### src/rtl/tnoc_flit_demux_controller_pkg.sv
// Shared types and helpers for the flit demux/mux controllers.
// Latency: n/a (declarations only).
// Backpressure: n/a.
package tnoc_flit_demux_controller_pkg;

   localparam int TNOC_DEFAULT_VCS = 2;

   typedef enum logic {
      IDLE = 1'b0,
      BUSY = 1'b1
   } tnoc_demux_ctrl_state_e;

   // True when exactly one bit is set; callers zero-extend narrower vectors.
   function automatic logic tnoc_is_onehot(input logic [31:0] v);
      return (v != 32'd0) && ((v & (v - 32'd1)) == 32'd0);
   endfunction

endpackage

### src/rtl/tnoc_packet_counter.sv
// Saturating completed-packet counter for one demux output.
// Latency: increment visible one cycle after i_inc.
// Backpressure: none; holds at all-ones instead of wrapping.
module tnoc_packet_counter #(
   parameter int WIDTH = 16
) (
   input  logic             i_clk,
   input  logic             i_rst,
   input  logic             i_inc,
   output logic [WIDTH-1:0] o_count
);

   // Count up once per completed packet, sticking at the maximum value.
   always_ff @(posedge i_clk) begin
      if (i_rst) begin
         o_count <= '0;
      end else if (i_inc && (o_count != '1)) begin
         o_count <= o_count + WIDTH'(1);
      end
   end

endmodule

### src/rtl/tnoc_flit_demux_controller.sv
// Steers a flit stream to one demux output, holding the route from head to tail.
// Latency: zero-cycle head select from i_route; body/tail use the registered route.
// Backpressure: drives select 0 for unroutable heads so the demux withholds ready.
module tnoc_flit_demux_controller
   import tnoc_flit_demux_controller_pkg::*;
#(
   parameter int CHANNELS      = TNOC_DEFAULT_VCS,
   parameter int ENTRIES       = 2,
   parameter int COUNTER_WIDTH = 16
) (
   input  logic                             i_clk,
   input  logic                             i_rst,
   input  logic [CHANNELS-1:0]              i_valid,
   input  logic [CHANNELS-1:0]              i_ready,
   input  logic                             i_head,
   input  logic                             i_tail,
   input  logic [ENTRIES-1:0]               i_route,
   output logic [ENTRIES-1:0]               o_select,
   output logic                             o_busy,
   output logic                             o_error,
   output logic [ENTRIES*COUNTER_WIDTH-1:0] o_packet_count
);

   tnoc_demux_ctrl_state_e state_q, state_d;
   logic [ENTRIES-1:0]     sel_q;
   logic [CHANNELS-1:0]    vc_q;
   logic                   error_q;

   logic                   any_valid;
   logic                   fire;
   logic                   vc_fire;
   logic                   route_ok;
   logic                   load;
   logic                   err_set;
   logic [ENTRIES-1:0]     inc_vec;

   assign any_valid = |i_valid;
   assign fire      = |(i_valid & i_ready);
   assign vc_fire   = |(i_valid & i_ready & vc_q);
   assign route_ok  = tnoc_is_onehot(32'(i_route));

   // State, latched route/channel and sticky error flag.
   always_ff @(posedge i_clk) begin
      if (i_rst) begin
         state_q <= IDLE;
         sel_q   <= '0;
         vc_q    <= '0;
         error_q <= 1'b0;
      end else begin
         state_q <= state_d;
         if (load) begin
            sel_q <= i_route;
            vc_q  <= i_valid;
         end
         if (err_set) begin
            error_q <= 1'b1;
         end
      end
   end

   // Next state, route capture, packet completion and protocol error detection.
   always_comb begin
      state_d = state_q;
      load    = 1'b0;
      err_set = 1'b0;
      inc_vec = '0;
      case (state_q)
         IDLE: begin
            if (any_valid && (!i_head || !route_ok)) begin
               err_set = 1'b1;
            end
            if (fire && i_head && route_ok) begin
               if (i_tail) begin
                  inc_vec = i_route;
               end else begin
                  state_d = BUSY;
                  load    = 1'b1;
               end
            end
         end
         BUSY: begin
            // Foreign-channel or stray-head flits are flagged but not blocked.
            if (any_valid && (i_head || (|(i_valid & ~vc_q)))) begin
               err_set = 1'b1;
            end
            if (vc_fire && i_tail) begin
               state_d = IDLE;
               inc_vec = sel_q;
            end
         end
         default: state_d = IDLE;
      endcase
   end

   // Select: pass-through for a routable head in IDLE, held route in BUSY.
   always_comb begin
      o_select = '0;
      case (state_q)
         IDLE: begin
            if (any_valid && i_head && route_ok) begin
               o_select = i_route;
            end
         end
         BUSY:    o_select = sel_q;
         default: o_select = '0;
      endcase
   end

   assign o_busy  = (state_q == BUSY);
   assign o_error = error_q;

   for (genvar g = 0; g < ENTRIES; g++) begin : g_cnt
      tnoc_packet_counter #(
         .WIDTH (COUNTER_WIDTH)
      ) u_cnt (
         .i_clk   (i_clk),
         .i_rst   (i_rst),
         .i_inc   (inc_vec[g]),
         .o_count (o_packet_count[g*COUNTER_WIDTH +: COUNTER_WIDTH])
      );
   end

endmodule

### config.mk
export PLATFORM = sky130hd
export DESIGN_NAME = tnoc_flit_demux_controller
export DESIGN_NICKNAME = d
export VERILOG_FILES = /design/src/rtl/tnoc_flit_demux_controller_pkg.sv /design/src/rtl/tnoc_packet_counter.sv /design/src/rtl/tnoc_flit_demux_controller.sv
export SDC_FILE = /design/constraint.sdc
export NUM_CORES = 1
export LEC_CHECK = 0
export CAP_MARGIN = 20
export CORE_MARGIN = 8
export CORE_UTILIZATION = 40
export CTS_BUF_LIST = sky130_fd_sc_hd__clkbuf_4 sky130_fd_sc_hd__clkbuf_8 sky130_fd_sc_hd__clkbuf_16
export DETAILED_ROUTE_END_ITERATION = 6
export GPL_ROUTABILITY_DRIVEN = 0
export PLACE_DENSITY_LB_ADDON = 0.08
export SYNTH_ARGS = -nofsm -noshare
export SYNTH_HDL_FRONTEND = slang
export SYNTH_SLANG_ARGS = --single-unit
### constraint.sdc
create_clock -name i_clk -period 2.7 [get_ports i_clk]
set_clock_uncertainty 0.2 [all_clocks]
set_input_delay 0.27 -clock i_clk [delete_from_list [all_inputs] [get_ports i_clk]]
set_output_delay 0.27 -clock i_clk [all_outputs]
set_load 0.03 [all_outputs]
Word-level counts from Yosys, hierarchy flattened
Index checks and enable logic that the tools add are counted.

storage, ports and cells
  register bits = 38
  output and inout port bits = 36

cells by class
  $add $sub $neg = 3
  equality and inequality tests = 2
  multiplexer cells = 14
  bitwise logic cells = 6
  reduce and logical (&&, ||, !) cells = 20

operators by type and width
  kind                   number
  $add 16x1->16 const B  2
  $and 2x32->32          1
  $logic_not 32->1       1
  $ne 16x16->1 const B   2
  $logic_and 1x1->1      10
  $mux 2                 4
  $pmux 2 s2             2
  $reduce_or 2->1        4
  $and 2x2->2            3
  $mux 1                 6
  $pmux 1 s2             2
  $sub 2x1->3 const B    1
  $logic_not 1->1        2
  $logic_or 1x1->1       2
  $not 2->2              1
  $reduce_bool 2->1      1
  $not 1->1              1

Longest topological paths before layout
  depth after elaboration = 9
  gate-level depth with buffers = 7
  gate-level depth less buffers = 6

Cells and area by module
Synthesis repeated with hierarchy kept, for this count alone.

unflattened totals
  cells, all modules = 244
  area total of the unflattened synthesis = 2098.3 um^2

by module, submodules not included
  module                      times used  cells an instance  area each (um^2)  seq. area each (um^2)
  tnoc_packet_counter         2           99                 848.3             320.3
  tnoc_flit_demux_controller  1           46                 401.6             120.1

Worst setup path after synthesis
OpenSTA, ideal clock, no wires.

  path type = register to register
  from = reg g_cnt[0].u_cnt.o_count[6]
  to = reg g_cnt[0].u_cnt.o_count[2]
  library setup time = 121 ps
  arrival time = 1926 ps
  required time = 2379 ps
  setup slack = 453 ps
  stages on the path, launching flop included = 6
  path buffers = 0
  path through = dfxtp_1 nand4_1 or3_1 or3_1 nand3_1 mux2_2

between the ends
  word-level cells in the longest chain between the ends = 2

RTL lines
  element                 RTL line                   RTL
  start, declared         tnoc_packet_counter.sv:10  output logic [WIDTH-1:0] o_count
  start signal, assigned  tnoc_packet_counter.sv:18  o_count <= o_count + WIDTH'(1);
  $ne 16x16->1            tnoc_packet_counter.sv:17  end else if (i_inc && (o_count != '1)) begin
  $logic_and 1x1->1       tnoc_packet_counter.sv:17

No other way between the ends.
A chain may end at the register's enable or synchronous reset.

Worst setup path in the final report
  from = in i_valid[0]
  to = reg g_cnt[1].u_cnt.o_count[9]

between the ends
  word-level cells in the longest chain between the ends = 7
  elaborated cells on any way between the ends = 11

RTL lines
  element                                               RTL line                                                            RTL
  start, declared                                       tnoc_flit_demux_controller.sv:13                                    input logic [CHANNELS-1:0] i_valid,
  $and 2x2->2 *                                         tnoc_flit_demux_controller.sv:38, tnoc_flit_demux_controller.sv:39
  $and 2x2->2 or $reduce_or 2->1 (tied branches)        tnoc_flit_demux_controller.sv:39, tnoc_flit_demux_controller.sv:38
  $reduce_or 2->1 or $logic_and 1x1->1 (tied branches)  tnoc_flit_demux_controller.sv:39, tnoc_flit_demux_controller.sv:72
  $logic_and 1x1->1 (on tied branches)                  tnoc_flit_demux_controller.sv:86, tnoc_flit_demux_controller.sv:72
  $mux 2 (on tied branches)                             tnoc_flit_demux_controller.sv:86, tnoc_flit_demux_controller.sv:72
  $pmux 2 s2 *                                          tnoc_flit_demux_controller.sv:67                                    case (state_q)
  $logic_and 1x1->1 *                                   tnoc_packet_counter.sv:17
  end signal, assigned                                  tnoc_packet_counter.sv:18
  end, declared                                         tnoc_packet_counter.sv:10

Every way passes the cells marked *; elsewhere a longest branch is shown, timed or not.

==> impl_metrics.prom <==
# TYPE chip_impl_metric gauge
chip_impl_metric{name="tritoncts_num_sinks",unit=""} 38
chip_impl_metric{name="global_route.overflow_total",unit=""} 0
chip_impl_metric{name="dr.first_iter.drc_count",unit=""} 67
chip_impl_metric{name="wl",unit="um"} 4920
chip_impl_metric{name="placementRows",unit=""} 25
chip_impl_metric{name="grt_max_degree",unit=""} 20
chip_impl_metric{name="number_of_antenna_violations_at_the_first_check_in_global_routing",unit=""} 0
chip_impl_metric{name="slew_headroom",unit=""} 0.561
chip_impl_metric{name="dieWidth",unit="um"} 86.3
chip_impl_metric{name="power_frac_clock",unit=""} 0.364
chip_impl_info{name="worst-setup-path-type",value="in2reg"} 1
chip_impl_metric{name="cp_data_required_time",unit="ns"} 2.68
chip_impl_metric{name="first_global_vias",unit=""} 1857
chip_impl_metric{name="die_y",unit="um"} 86.3
chip_impl_metric{name="via_count",unit=""} 2011
chip_impl_metric{name="reg2reg_depth",unit=""} 5
chip_impl_metric{name="synth-seq-area-share",unit=""} 0.385
chip_impl_metric{name="sequentialPowerShare",unit=""} 0.558
chip_impl_info{name="tritoncts",value="built"} 1
chip_impl_metric{name="clkTransAtPathRegs",unit="ns"} 0.08
chip_impl_metric{name="timing.final.crit_share",unit=""} 0.865
chip_impl_metric{name="final.fill_count",unit=""} 476
chip_impl_metric{name="vdd_ir_drop_max",unit="uV"} 236
chip_impl_metric{name="internal_power",unit="mW"} 0.772
chip_impl_metric{name="setup_tns",unit="ns"} 0
chip_impl_metric{name="postSynthAreaPerCell",unit="um^2"} 8.06
chip_impl_metric{name="die_area",unit="um^2"} 7440
chip_impl_info{name="mostFrequentLayoutCells",value="43 x sky130_fd_sc_hd__clkdlybuf4s50_1, 38 x sky130_fd_sc_hd__dfxtp_1, 28 x sky130_fd_sc_hd__nand2_1"} 1
chip_impl_metric{name="worst-slew-pin-transition",unit="ns"} 0.657
chip_impl_metric{name="netlist-cell-type-count",unit=""} 39
chip_impl_metric{name="power.static_leakage",unit="nW"} 0.893
chip_impl_metric{name="nets",unit=""} 315
chip_impl_metric{name="port_buffers",unit=""} 45
chip_impl_metric{name="dpl-instance-area",unit="um^2"} 2570
chip_impl_info{name="unrepaired_setup_endpoints_after_global_routing",value="false"} 1
chip_impl_info{name="start_kind",value="primary input"} 1
chip_impl_metric{name="place.detailed.hpwl",unit="um"} 3650
chip_impl_metric{name="synthesis.yosys.warnings",unit=""} 0
chip_impl_metric{name="fin_total_pwr",unit="mW"} 1.02
chip_impl_metric{name="syn_nets",unit=""} 257
chip_impl_metric{name="net-switching-power",unit="mW"} 0.245
chip_impl_info{name="crit_chain",value="clkdlybuf4s50_1, a22oi_1, nor4_4, o21ai_2, nor4_1, mux2_2"} 1
chip_impl_metric{name="clock_buffers_created_by_tritoncts",unit=""} 5
chip_impl_metric{name="core_region_area",unit="um^2"} 4750
chip_impl_metric{name="drt.antenna.violating_nets",unit=""} 0
chip_impl_info{name="endpoint_kind",value="flop"} 1
chip_impl_metric{name="min_delay_path_depth",unit=""} 2
chip_impl_metric{name="clock_insertion_delay_worst_skew",unit="ns"} 0.29
chip_impl_metric{name="drt_pre_antenna_iters",unit=""} 4
chip_impl_info{name="worst_hold_path_class",value="reg2reg"} 1
chip_impl_metric{name="groute.usage.overall",unit=""} 0.138
chip_impl_metric{name="cts.path.max_buffers",unit=""} 2
chip_impl_metric{name="combinationalPowerShare",unit=""} 0.078
chip_impl_metric{name="post-route-drc-count",unit=""} 0
chip_impl_metric{name="wl_per_cell",unit="um"} 13.3
chip_impl_metric{name="critical_path_peak_fanout",unit=""} 13
chip_impl_metric{name="synth_enable_flop_cells",unit=""} 0
chip_impl_metric{name="cp_data_arrival_time",unit="ns"} 2.32
chip_impl_metric{name="htree_levels",unit=""} 2
chip_impl_metric{name="pwr_density_cell",unit="nW/um^2"} 382
chip_impl_metric{name="final_number_of_hold_violating_endpoints",unit=""} 0
chip_impl_metric{name="fraction_of_registers_with_async_set_reset",unit=""} 0
chip_impl_info{name="run_status",value="completed"} 1
chip_impl_metric{name="timing.critical_path.buf_inv",unit=""} 1
chip_impl_info{name="hold_start",value="o_error"} 1
chip_impl_metric{name="final_period_minus_worst_setup_slack",unit="ns"} 2.34
chip_impl_metric{name="timing.max_cap.violations",unit=""} 0
chip_impl_metric{name="worst_path_largest_cell_delay",unit="ns"} 0.54
chip_impl_metric{name="sw_frac_of_total",unit=""} 0.241
chip_impl_metric{name="cts_setup_buffers",unit=""} 0
chip_impl_metric{name="avgViaCountPerCell",unit=""} 5.44
chip_impl_metric{name="boundaryPins",unit=""} 46
chip_impl_info{name="critical_path.reg2reg.endpoint",value="g_cnt[1].u_cnt.o_count[9]"} 1
chip_impl_metric{name="post_synth_instance_area",unit="um^2"} 1980
chip_impl_metric{name="ff2ff_setup_slack",unit="ns"} 0.48
chip_impl_metric{name="synth-seq-cells",unit=""} 38
chip_impl_metric{name="timing.final.max_slew_violations",unit=""} 0
chip_impl_info{name="cts-root-buf",value="sky130_fd_sc_hd__clkbuf_8"} 1
chip_impl_metric{name="finalSetupViolCount",unit=""} 0
chip_impl_metric{name="n_antenna_cell",unit=""} 0
chip_impl_metric{name="syn_inst",unit=""} 245
chip_impl_metric{name="grt_pass1_wl",unit="um"} 8430
chip_impl_metric{name="floorplan.initialDensity",unit=""} 0.416
chip_impl_info{name="critical-path-slowest-cell",value="sky130_fd_sc_hd__clkdlybuf4s50_1"} 1
chip_impl_info{name="timing.rr.start",value="o_busy"} 1
chip_impl_info{name="min_to",value="o_error"} 1
chip_impl_metric{name="fin_area",unit="um^2"} 2660
chip_impl_metric{name="layout-drive-gt1-share",unit=""} 0.106
chip_impl_info{name="worst_path_dominant_cell_family",value="simple AND/OR/NAND/NOR gates"} 1
chip_impl_info{name="layout_commonest_cell",value="sky130_fd_sc_hd__clkdlybuf4s50_1"} 1
chip_impl_metric{name="fmaxAchievable",unit="GHz"} 0.428
chip_impl_metric{name="layout-area-overhead-vs-synth",unit="%"} 34.7
chip_impl_info{name="yosys_most_used_dff",value="sky130_fd_sc_hd__dfxtp_1"} 1
## tightest hold or removal path, stage by stage (launching register included)
cell and delay [ns]:
sky130_fd_sc_hd__dfxtp_1 0.34, sky130_fd_sc_hd__a21oi_1 0.04, sky130_fd_sc_hd__nor2_1 0.07
## registers in the layout (all words and copies together), names as in the netlist
register and flops:
vc_q 2, sel_q 2, o_busy 1, o_error 1
g_cnt.u_cnt.o_count 32
## through the flow
step	setup slack, ns	utilization	cells	hold slack (ns)
2_1_floorplan	0.453	-	245	0.217
3_3_place_gp	0.0989	0.541	362	0.262
3_5_place_dp	0.0190	0.541	362	0.270
4_1_cts	0.104	0.558	369	0.293
5_1_grt	0.226	0.560	370	0.327
6_report	0.364	0.560	370	0.284
## power groups by stage
stage,clock network (mW),logic (mW),registers (mW)
CTS,0.385,0.0797,0.568
finish,0.370,0.0789,0.568
floorplan,0,0.0375,0.586
global placement,0,0.0792,0.581
global route,0.417,0.0861,0.568
detailed placement,0,0.0791,0.581
## final cells by class
class	count	area, um^2	share of cell area
multi-input cells	194	1150	0.433
inverters	3	11.3	0.00423
repair buffers	61	573	0.215
clock inverters	2	10.0	0.00376
clock buffers	5	68.8	0.0259
well taps	67	83.8	0.0315
flip-flops and latches	38	761	0.286
## cells in the mapped netlist, types with 2 or more instances
cell type,number,area share
sky130_fd_sc_hd__o2111ai_1,3,0.013
sky130_fd_sc_hd__dfxtp_1,38,0.39
sky130_fd_sc_hd__or4_1,11,0.042
sky130_fd_sc_hd__nor2b_1,5,0.016
sky130_fd_sc_hd__nand4_1,7,0.022
sky130_fd_sc_hd__or3_1,11,0.035
sky130_fd_sc_hd__nor2_1,27,0.051
sky130_fd_sc_hd__or2_2,2,0.0063
sky130_fd_sc_hd__nand3_1,14,0.035
sky130_fd_sc_hd__nand2_1,28,0.053
sky130_fd_sc_hd__o31ai_1,13,0.049
sky130_fd_sc_hd__and3_1,2,0.0063
sky130_fd_sc_hd__mux2i_1,5,0.025
sky130_fd_sc_hd__o21ai_0,9,0.023
sky130_fd_sc_hd__buf_2,4,0.010
sky130_fd_sc_hd__and4_1,2,0.0089
sky130_fd_sc_hd__ha_1,2,0.013
sky130_fd_sc_hd__inv_1,3,0.0057
sky130_fd_sc_hd__nand2b_1,2,0.0063
sky130_fd_sc_hd__mux2_2,4,0.023
sky130_fd_sc_hd__nor3_1,4,0.010
sky130_fd_sc_hd__a21oi_1,26,0.066
sky130_fd_sc_hd__clkbuf_1,4,0.0076
sky130_fd_sc_hd__xor2_1,4,0.018
## metal layers
layer  track usage  wire [um]  vias to the layer above
met5             0          0                        -
met4        0.0423         52                        0
met3        0.0463        257                        5
met2         0.226       2290                       41
met1         0.166       2320                      943
li1              -          -                     1022
## logic make-up after synthesis
group,synth area share
DFF,0.385
muxes,0.0481
adders and majority gates,0.0127
xor gates and xnor gates,0.0222
AOI/OAI and AO/OA,0.185
buffers and inverters,0.0310
and+or+nand+nor,0.316
## what timing repair did
item | in CTS | in global routing
hold buffers | 0 | 0
gates resized for setup | 0 | 2
setup endpoints to repair | 0 | 2
## how the worst max path moves through the flow
stage                              start  slack, ns                   endpoint  cells past startpoint
2_1_floorplan  g_cnt[0].u_cnt.o_count[6]       0.45  g_cnt[0].u_cnt.o_count[2]                      5
3_3_place_gp                  i_route[0]        0.1  g_cnt[1].u_cnt.o_count[5]                      6
3_5_place_dp                  i_valid[0]       0.02  g_cnt[1].u_cnt.o_count[4]                      6
4_1_cts                       i_route[0]       0.10                o_select[1]                      7
5_1_grt                       i_route[0]       0.23  g_cnt[1].u_cnt.o_count[9]                      6
6_report                      i_valid[0]       0.36  g_cnt[1].u_cnt.o_count[9]                      6
Power figures use the tool's default switching activity.
